===== src/rtl/mult_rs.sv =====
// Multiplier reservation station: a collapsing in-order queue with CDB operand
// wakeup, oldest-ready issue to a non-stalling multiplier, and flush on mispredict.
module mult_rs #(
  parameter int ENTRIES      = 4,
  parameter int WORD_SIZE_P  = 32,
  parameter int NUM_PHYS_REG = 64,
  parameter int ROB_ENTRY    = 32,
  parameter int TAG_W        = $clog2(NUM_PHYS_REG),
  parameter int ROB_W        = $clog2(ROB_ENTRY),
  parameter int CNT_W        = $clog2(ENTRIES + 1)
) (
  input  logic                   clk_i,
  input  logic                   reset_n_i,
  input  logic                   disp_v_i,
  output logic                   disp_ready_o,
  input  logic [WORD_SIZE_P-1:0] src1_val_i,
  input  logic [WORD_SIZE_P-1:0] src2_val_i,
  input  logic [TAG_W-1:0]       src1_tag_i,
  input  logic [TAG_W-1:0]       src2_tag_i,
  input  logic                   src1_rdy_i,
  input  logic                   src2_rdy_i,
  input  logic [ROB_W-1:0]       rob_dest_i,
  input  logic [TAG_W-1:0]       reg_dest_i,
  input  logic                   cdb_v_i,
  input  logic [TAG_W-1:0]       cdb_dest_i,
  input  logic [WORD_SIZE_P-1:0] cdb_result_i,
  input  logic                   mispredict_i,
  output logic                   exe_v_o,
  output logic [WORD_SIZE_P-1:0] operand1_o,
  output logic [WORD_SIZE_P-1:0] operand2_o,
  output logic [ROB_W-1:0]       rob_dest_o,
  output logic [TAG_W-1:0]       reg_dest_o,
  output logic [CNT_W-1:0]       count_o
);

  localparam int IDX_W = $clog2(ENTRIES);

  typedef struct packed {
    logic [WORD_SIZE_P-1:0] val1;
    logic [WORD_SIZE_P-1:0] val2;
    logic [TAG_W-1:0]       tag1;
    logic [TAG_W-1:0]       tag2;
    logic                   rdy1;
    logic                   rdy2;
    logic [ROB_W-1:0]       rob;
    logic [TAG_W-1:0]       rdst;
  } entry_t;

  // Ready operands are never overwritten; both operands may wake on one broadcast.
  function automatic entry_t wake_entry(input entry_t e, input logic cv,
                                        input logic [TAG_W-1:0] ct,
                                        input logic [WORD_SIZE_P-1:0] cr);
    entry_t w;
    w = e;
    w.val1 = (cv && !e.rdy1 && (e.tag1 == ct)) ? cr : e.val1;
    w.rdy1 = e.rdy1 | (cv && (e.tag1 == ct));
    w.val2 = (cv && !e.rdy2 && (e.tag2 == ct)) ? cr : e.val2;
    w.rdy2 = e.rdy2 | (cv && (e.tag2 == ct));
    return w;
  endfunction

  entry_t            slot_r   [ENTRIES];
  logic [CNT_W-1:0]  count_r;
  entry_t            wake_s   [ENTRIES+1];
  entry_t            next_s   [ENTRIES];
  entry_t            disp_raw_s;
  entry_t            disp_s;
  entry_t            sel_s;
  logic [ENTRIES-1:0] ready_s;
  logic [IDX_W-1:0]  issue_idx_s;
  logic              issue_s;
  logic              accept_s;
  logic [CNT_W-1:0]  wr_pos_s;
  logic [CNT_W-1:0]  count_next_s;

  // Oldest-ready selection: scan from the top so the lowest ready index wins.
  always_comb begin
    issue_idx_s = {IDX_W{1'b0}};
    for (int i = ENTRIES - 1; i >= 0; i--) begin
      ready_s[i]  = (CNT_W'(i) < count_r) && slot_r[i].rdy1 && slot_r[i].rdy2;
      issue_idx_s = ready_s[i] ? IDX_W'(i) : issue_idx_s;
    end
  end

  assign issue_s      = (|ready_s) & ~mispredict_i;
  assign sel_s        = slot_r[issue_idx_s];
  assign disp_ready_o = (count_r < CNT_W'(ENTRIES));
  assign accept_s     = disp_v_i & disp_ready_o & ~mispredict_i;
  assign wr_pos_s     = count_r - CNT_W'(issue_s);

  assign exe_v_o    = issue_s;
  assign operand1_o = issue_s ? sel_s.val1 : {WORD_SIZE_P{1'b0}};
  assign operand2_o = issue_s ? sel_s.val2 : {WORD_SIZE_P{1'b0}};
  assign rob_dest_o = issue_s ? sel_s.rob  : {ROB_W{1'b0}};
  assign reg_dest_o = issue_s ? sel_s.rdst : {TAG_W{1'b0}};
  assign count_o    = count_r;

  // Next-state: wake every slot, collapse over the issued slot, append dispatch.
  always_comb begin
    disp_raw_s.val1 = src1_val_i;
    disp_raw_s.val2 = src2_val_i;
    disp_raw_s.tag1 = src1_tag_i;
    disp_raw_s.tag2 = src2_tag_i;
    disp_raw_s.rdy1 = src1_rdy_i;
    disp_raw_s.rdy2 = src2_rdy_i;
    disp_raw_s.rob  = rob_dest_i;
    disp_raw_s.rdst = reg_dest_i;
    disp_s = wake_entry(disp_raw_s, cdb_v_i, cdb_dest_i, cdb_result_i);
    wake_s[ENTRIES] = '0;
    for (int i = 0; i < ENTRIES; i++) begin
      wake_s[i] = wake_entry(slot_r[i], cdb_v_i, cdb_dest_i, cdb_result_i);
    end
    for (int i = 0; i < ENTRIES; i++) begin
      next_s[i] = (issue_s && (IDX_W'(i) >= issue_idx_s)) ? wake_s[i+1] : wake_s[i];
      next_s[i] = (accept_s && (CNT_W'(i) == wr_pos_s)) ? disp_s : next_s[i];
    end
    if (mispredict_i) begin
      count_next_s = {CNT_W{1'b0}};
    end else begin
      count_next_s = count_r + CNT_W'(accept_s) - CNT_W'(issue_s);
    end
  end

  // Slot storage and occupancy register.
  always_ff @(posedge clk_i or negedge reset_n_i) begin
    if (!reset_n_i) begin
      count_r <= {CNT_W{1'b0}};
      for (int i = 0; i < ENTRIES; i++) slot_r[i] <= '0;
    end else begin
      count_r <= count_next_s;
      for (int i = 0; i < ENTRIES; i++) slot_r[i] <= next_s[i];
    end
  end

endmodule


===== config.mk =====
export PLATFORM = sky130hd
export DESIGN_NAME = mult_rs
export DESIGN_NICKNAME = d
export VERILOG_FILES = /design/src/rtl/mult_rs.sv
export SDC_FILE = /design/constraint.sdc
export NUM_CORES = 1
export LEC_CHECK = 0
export CELL_PAD_IN_SITES_DETAIL_PLACEMENT = 1
export CELL_PAD_IN_SITES_GLOBAL_PLACEMENT = 2
export CORE_ASPECT_RATIO = 0.8
export CORE_UTILIZATION = 33
export CTS_CLUSTER_SIZE = 24
export DETAILED_ROUTE_END_ITERATION = 8
export GPL_TIMING_DRIVEN = 0
export HOLD_SLACK_MARGIN = 0.08
export PLACE_DENSITY_LB_ADDON = 0.1
export REMOVE_ABC_BUFFERS = 1
export SLEW_MARGIN = 20
export SYNTH_ARGS = -nofsm -noshare
export SYNTH_HDL_FRONTEND = slang
export SYNTH_SLANG_ARGS = --single-unit

===== constraint.sdc =====
create_clock -name clk_i -period 3.43 [get_ports clk_i]
set_input_delay 1.029 -clock clk_i [delete_from_list [all_inputs] [get_ports clk_i]]
set_output_delay 1.029 -clock clk_i [all_outputs]
set_load 0.01 [all_outputs]

### After elaboration in Yosys (flattened, before gate mapping)

Index checks and enable logic that the tools add are counted.

| word-level totals | value |
|---|---|
| logic and storage cells | 168 |
| input bits | 132 |
| bits in registers | 359 |

| operators by class | value |
|---|---|
| order comparisons | 10 |
| bitwise gates (word level) | 15 |
| muxes and demuxes | 30 |
| equal/unequal tests | 13 |
| reduce and logical (&&, ||, !) cells | 64 |
| add/sub/neg operators | 3 |

Operators by type and width:

| operator | count |
|---|---|
| two-way mux 89 bit | 10 |
| two-way mux 32 bit | 12 |
| binary-select mux 89 bit (select 2 bit) | 1 |
| equality test 6 bit | 10 |
| logical AND 1 bit | 46 |
| zero test 1 bit | 10 |
| OR 1 bit | 10 |
| two-way mux 2 bit | 4 |
| nonzero test 2 bit | 4 |
| equality test 2 x 3 -> 1 bit (first input constant) | 2 |
| < comparator 1 x 3 -> 1 bit (first input constant) | 2 |
| < comparator 2 x 3 -> 1 bit (first input constant) | 2 |
| two-way mux 6 bit | 1 |
| nonzero test 3 bit | 2 |
| subtractor 3 x 1 -> 3 bit | 2 |
| two-way mux 5 bit | 1 |
| >= comparator 1 x 2 -> 1 bit (first input constant) | 2 |
| >= comparator 2 bit (first input constant) | 2 |
| OR reduction 4 bit | 1 |
| adder 3 x 1 -> 3 bit | 1 |
| bitwise AND 1 bit | 3 |
| equality test 1 x 3 -> 1 bit (first input constant) | 1 |
| >= comparator 3 bit (second input constant) | 1 |
| zero test 3 bit | 1 |
| other kinds (4) | 4 |

### Longest topological paths before layout

| logic depth | value |
|---|---|
| depth after elaboration | 12 |
| mapped depth | 19 |
| gate-level depth less buffers | 15 |

### Worst setup path before layout

Ideal clock, no wire load.

| timing path | value |
|---|---|
| path type | register -> register |
| start | register count_r[2], in the netlist count_o[2] |
| end | register slot_r[118] (netlist name) |
| arrival | 3810 ps |
| setup time | 87 ps |
| data required time | 3343 ps |
| clock period less this slack | 3896 ps |
| setup slack | -466 ps |
| stages on the path, launching flop included | 18 |
| cells stage by stage | dfrtp_1 > inv_1 > ha_1 > nor2b_1 > o21a_1 > buf_2 > and2_1 > a21o_1 > inv_1 > clkbuf_1 > ha_1 > ha_1 > or4b_4 > nor3b_4 > nand2_2 > o31a_1 > buf_2 > a211oi_2 |

RTL lines:

| item | line | source |
|---|---|---|
| from (decl) | 63 | `logic [CNT_W-1:0] count_r;` |
| from (signal assigned) | 127 | `count_r <= {CNT_W{1'b0}};` |
| from (signal assigned) | 130 | `count_r <= count_next_s;` |

==> results.yml <==
status:
  violations: "setup timing"
  status: "finished, violations left"
synth:
  avgSynthCellArea_um2: 9.336
  synth_top_cell_area_share_pct: 43.04
  yosys.area_share.simple_pct: 12.80
  synth_cells: 2236
  ys_seq_area_share_pct: 43.04
  synth_edf_count: 0
  synth_top_family_by_area: "compound AO/OA/AOI/OAI gates"
  synth_xor_xnor_area_share_pct: 2.559
  syn_area_um2: 20880
  ys_warn_count: 0
  synthMuxAreaShare_pct: 12.13
  synth_compound_area_share_pct: 23.91
  ys_seq_elements: 359
  synth.distinct_cells: 60
  yosysTopAreaCell: "dfrtp_1"
  synthAdderAreaFrac_pct: 0.4555
  synth-main-ff-cell: "dfrtp_1"
  synthArstFlopShare_pct: 100.0
  ys_top_cells_by_area: "dfrtp_1 (43%), mux2i_1 (7.4%), o22ai_1 (6.4%)"
final_layout:
  post-route-util_pct: 52.88
  area_growth_pct: 58.54
  nets: 2812
  drive_above_1_share_pct: 37.60
  fin_cells: 3550
cts:
  numClockSinks: 359
  root_buffer: "clkbuf_16"
  clockBufferDepth: 3
  worstSkewPairLatency_ns: 0.60
  cts_buffers: 44
  cts_tree: "yes"
  htreeDepth: 2
  clk_pin_slew_worst_paths_ns: 0.07
run:
  maxCapViolations: 0
global_route:
  grt_overflow: 0
  antenna_found_initial: 7
  grt_start_max_net_pins: 89
  grt_pass1_wl_um: 165000
  grt_pass1_vias: 22630
  grt_use_total_pct: 35.23
timing:
  skew_ns: 0.01667
  setup_viol: 421
  hold_violations: 0
  rsz0062_at_grt: "true"
  fin_ws_ns: -0.7243
  fin_crit_sh_pct: 121.1
  slew_viol_final: 0
  fmax_ghz: 0.2407
  slew_headroom_pct: 19.16
  tightest_slew_ns: 1.203
  fin_crit_ns: 4.154
  final.setup.tns_ns: -166.70
worst_setup_path:
  crit_family: "simple AND/OR/NAND/NOR gates"
  cpPeakStageDelay_ns: 0.57
  path_class: "reg2reg"
  required_ns: 3.92
  cp_cell_sequence: "inv_4 -> ha_4 -> nor2b_4 -> o21a_4 -> and2_4 -> a21o_4 -> inv_12 -> buf_16 -> ha_4 -> ha_4 -> or4b_4 -> nor3b_4 -> buf_8 -> buf_12 -> nand2_8 -> o31a_4 -> buf_16 -> buf_12 -> buf_16 -> a211oi_2"
  start_kind: "flip-flop"
  cp-end-kind: "flip-flop"
  slowest_stage: "or4b_4"
  worst-r2r-setup-slack_ns: -0.72
  arrival_ns: 4.65
  critPathMaxFanout: 6
  path_buf_inv: 8
routing:
  drtIter0Drc: 2456
  vias: 22940
  routed_wirelength_um: 125400
  ant_nets: 0
  wl_per_cell_um: 35.31
  vias_per_cell: 6.462
  drcViolationCount: 0
  dr.pass1.iters: 5
die:
  core_area_um2: 62590
  fp.dieW_um: 283.2
  die-area_um2: 64270
  die_height_um: 227.0
  start_util_pct: 33.35
  io_pins: 212
  rows: 82
hold_path:
  min_path_type: "in2async"
placement:
  pre_cts_ws_ns: -3.182
  hpwlAfterDp_um: 56860
  gp_congestion: 0.7550
  io_buffers: 211
  post-place-cells: 3155
pwr:
  ir_drop_uv: 411.9
  power_density_nw_per_um2: 927.5
  p_leak_nw: 13.71
worst reg2reg max path, cell delays in order (launching register included):
cell and delay, ns:
dfrtp_2 0.44, inv_4 0.10, ha_4 0.17, nor2b_4 0.22, o21a_4 0.21, and2_4 0.16, a21o_4 0.17, inv_12 0.04
buf_16 0.13, ha_4 0.16, ha_4 0.16, or4b_4 0.57, nor3b_4 0.29, buf_8 0.17, buf_12 0.13, nand2_8 0.07
o31a_4 0.16, buf_16 0.16, buf_12 0.13, buf_16 0.15, a211oi_2 0.28
path summary, 6_finish.rpt:
| path | end | startpoint | cells after the start |
|---|---|---|---|
| setup / recovery | slot_r[130] | count_o[2] | 20 |
| hold / removal | slot_r[307] | reset_n_i | 1 |
| setup reg to reg | slot_r[130] | count_o[2] | 20 |
| hold reg to reg | slot_r[313] | slot_r[313] | 2 |
| max in group asynchronous | slot_r[195] | reset_n_i | 4 |
| min in group clk_i | slot_r[313] | slot_r[313] | 2 |
placed cells by master, fill, tap and decap left out, types with 36 or more instances in the layout:
master and n:
o22ai_1 119, clkbuf_16 57, a211oi_2 76, buf_4 92, nand2_1 213, o22ai_4 43, dfrtp_1 356, o21ai_0 98
xnor2_1 38, o22ai_2 53, buf_12 93, clkdlybuf4s50_1 132, mux4_2 36, mux2i_1 120, buf_6 117, a21oi_1 112
nor2_1 231, o32ai_1 50, buf_16 46, inv_1 39
per-stage QoR:
step	total power, W	instance area [um2]	hold WS [ns]
after CTS	0.02672	29910	0.3308
after global placement	0.01719	23130	0.4579
after floorplan	0.01380	19970	0.4438
final	0.03070	33100	0.3265
after global routing	0.03152	33090	0.3522
after detailed placement	0.01813	24690	0.4699
synthesized netlist by cell type (all sizes together), types with 11 or more instances:
master / count
xor2: 23
o21ai: 114
o32ai: 51
a22oi: 33
nor2: 266
a31oi: 32
a21oi: 115
nand3: 11
o22ai: 215
mux2: 16
buf: 93
nor3: 25
o31ai: 33
a211oi: 79
clkbuf: 109
dfrtp: 359
and2: 40
mux4: 36
xnor2: 38
nand2: 255
mux2i: 154
inv: 43
o221a: 32
where the power goes:
group | switching [W] | total (W) | internal (W)
Sequential | 0.00183 | 0.00792 | 0.00610
Clock | 0.00210 | 0.00486 | 0.00275
Combinational | 0.00942 | 0.0179 | 0.00850
area by class of cell:
class                           count  area [um2]
Inverter                           43       178.9
Tap cell                          840        1051
Sequential cell                   359        8987
Clock inverter                      7       75.07
Multi-Input combinational cell   1666       13990
Timing Repair inverter              1       8.758
Antenna cell                        5       12.51
Clock buffer                       71        1345
Timing Repair Buffer              558        7445
Fill cell                        6436       29490
repair_timing:
action | in CTS | in global routing
gates resized for setup | 576 | 496
hold buffers | 0 | 0
pin swaps | 149 | 145
cloned | 54 | 18
setup endpoints to repair | 435 | 428
setup buffers | 157 | 99
layer usage:
metal  global-route usage [%]  part of all wire (%)  routed length [um]  vias up
met5                        0                 0.016                  20        -
met4                    18.19                   6.5                8172        4
met3                    9.208                    11               13560      450
met2                    54.71                    44               55500     1471
met1                    45.36                    38               48100    11770
li1                         -                     -                   -     9242
sequential cells by signal, summed over array words and instances, names as in the netlist:
register,count
slot_r,356
count_o,3
kinds of logic after synthesis:
family,Yosys count
AOI/OAI and AO/OA,723
and+or+nand+nor,635
DFF,359
adders and majority gates,7
muxes,206
buffers and inverters,245
xor gates and xnor gates,61
Note: power is estimated with default switching activity, not from simulation.
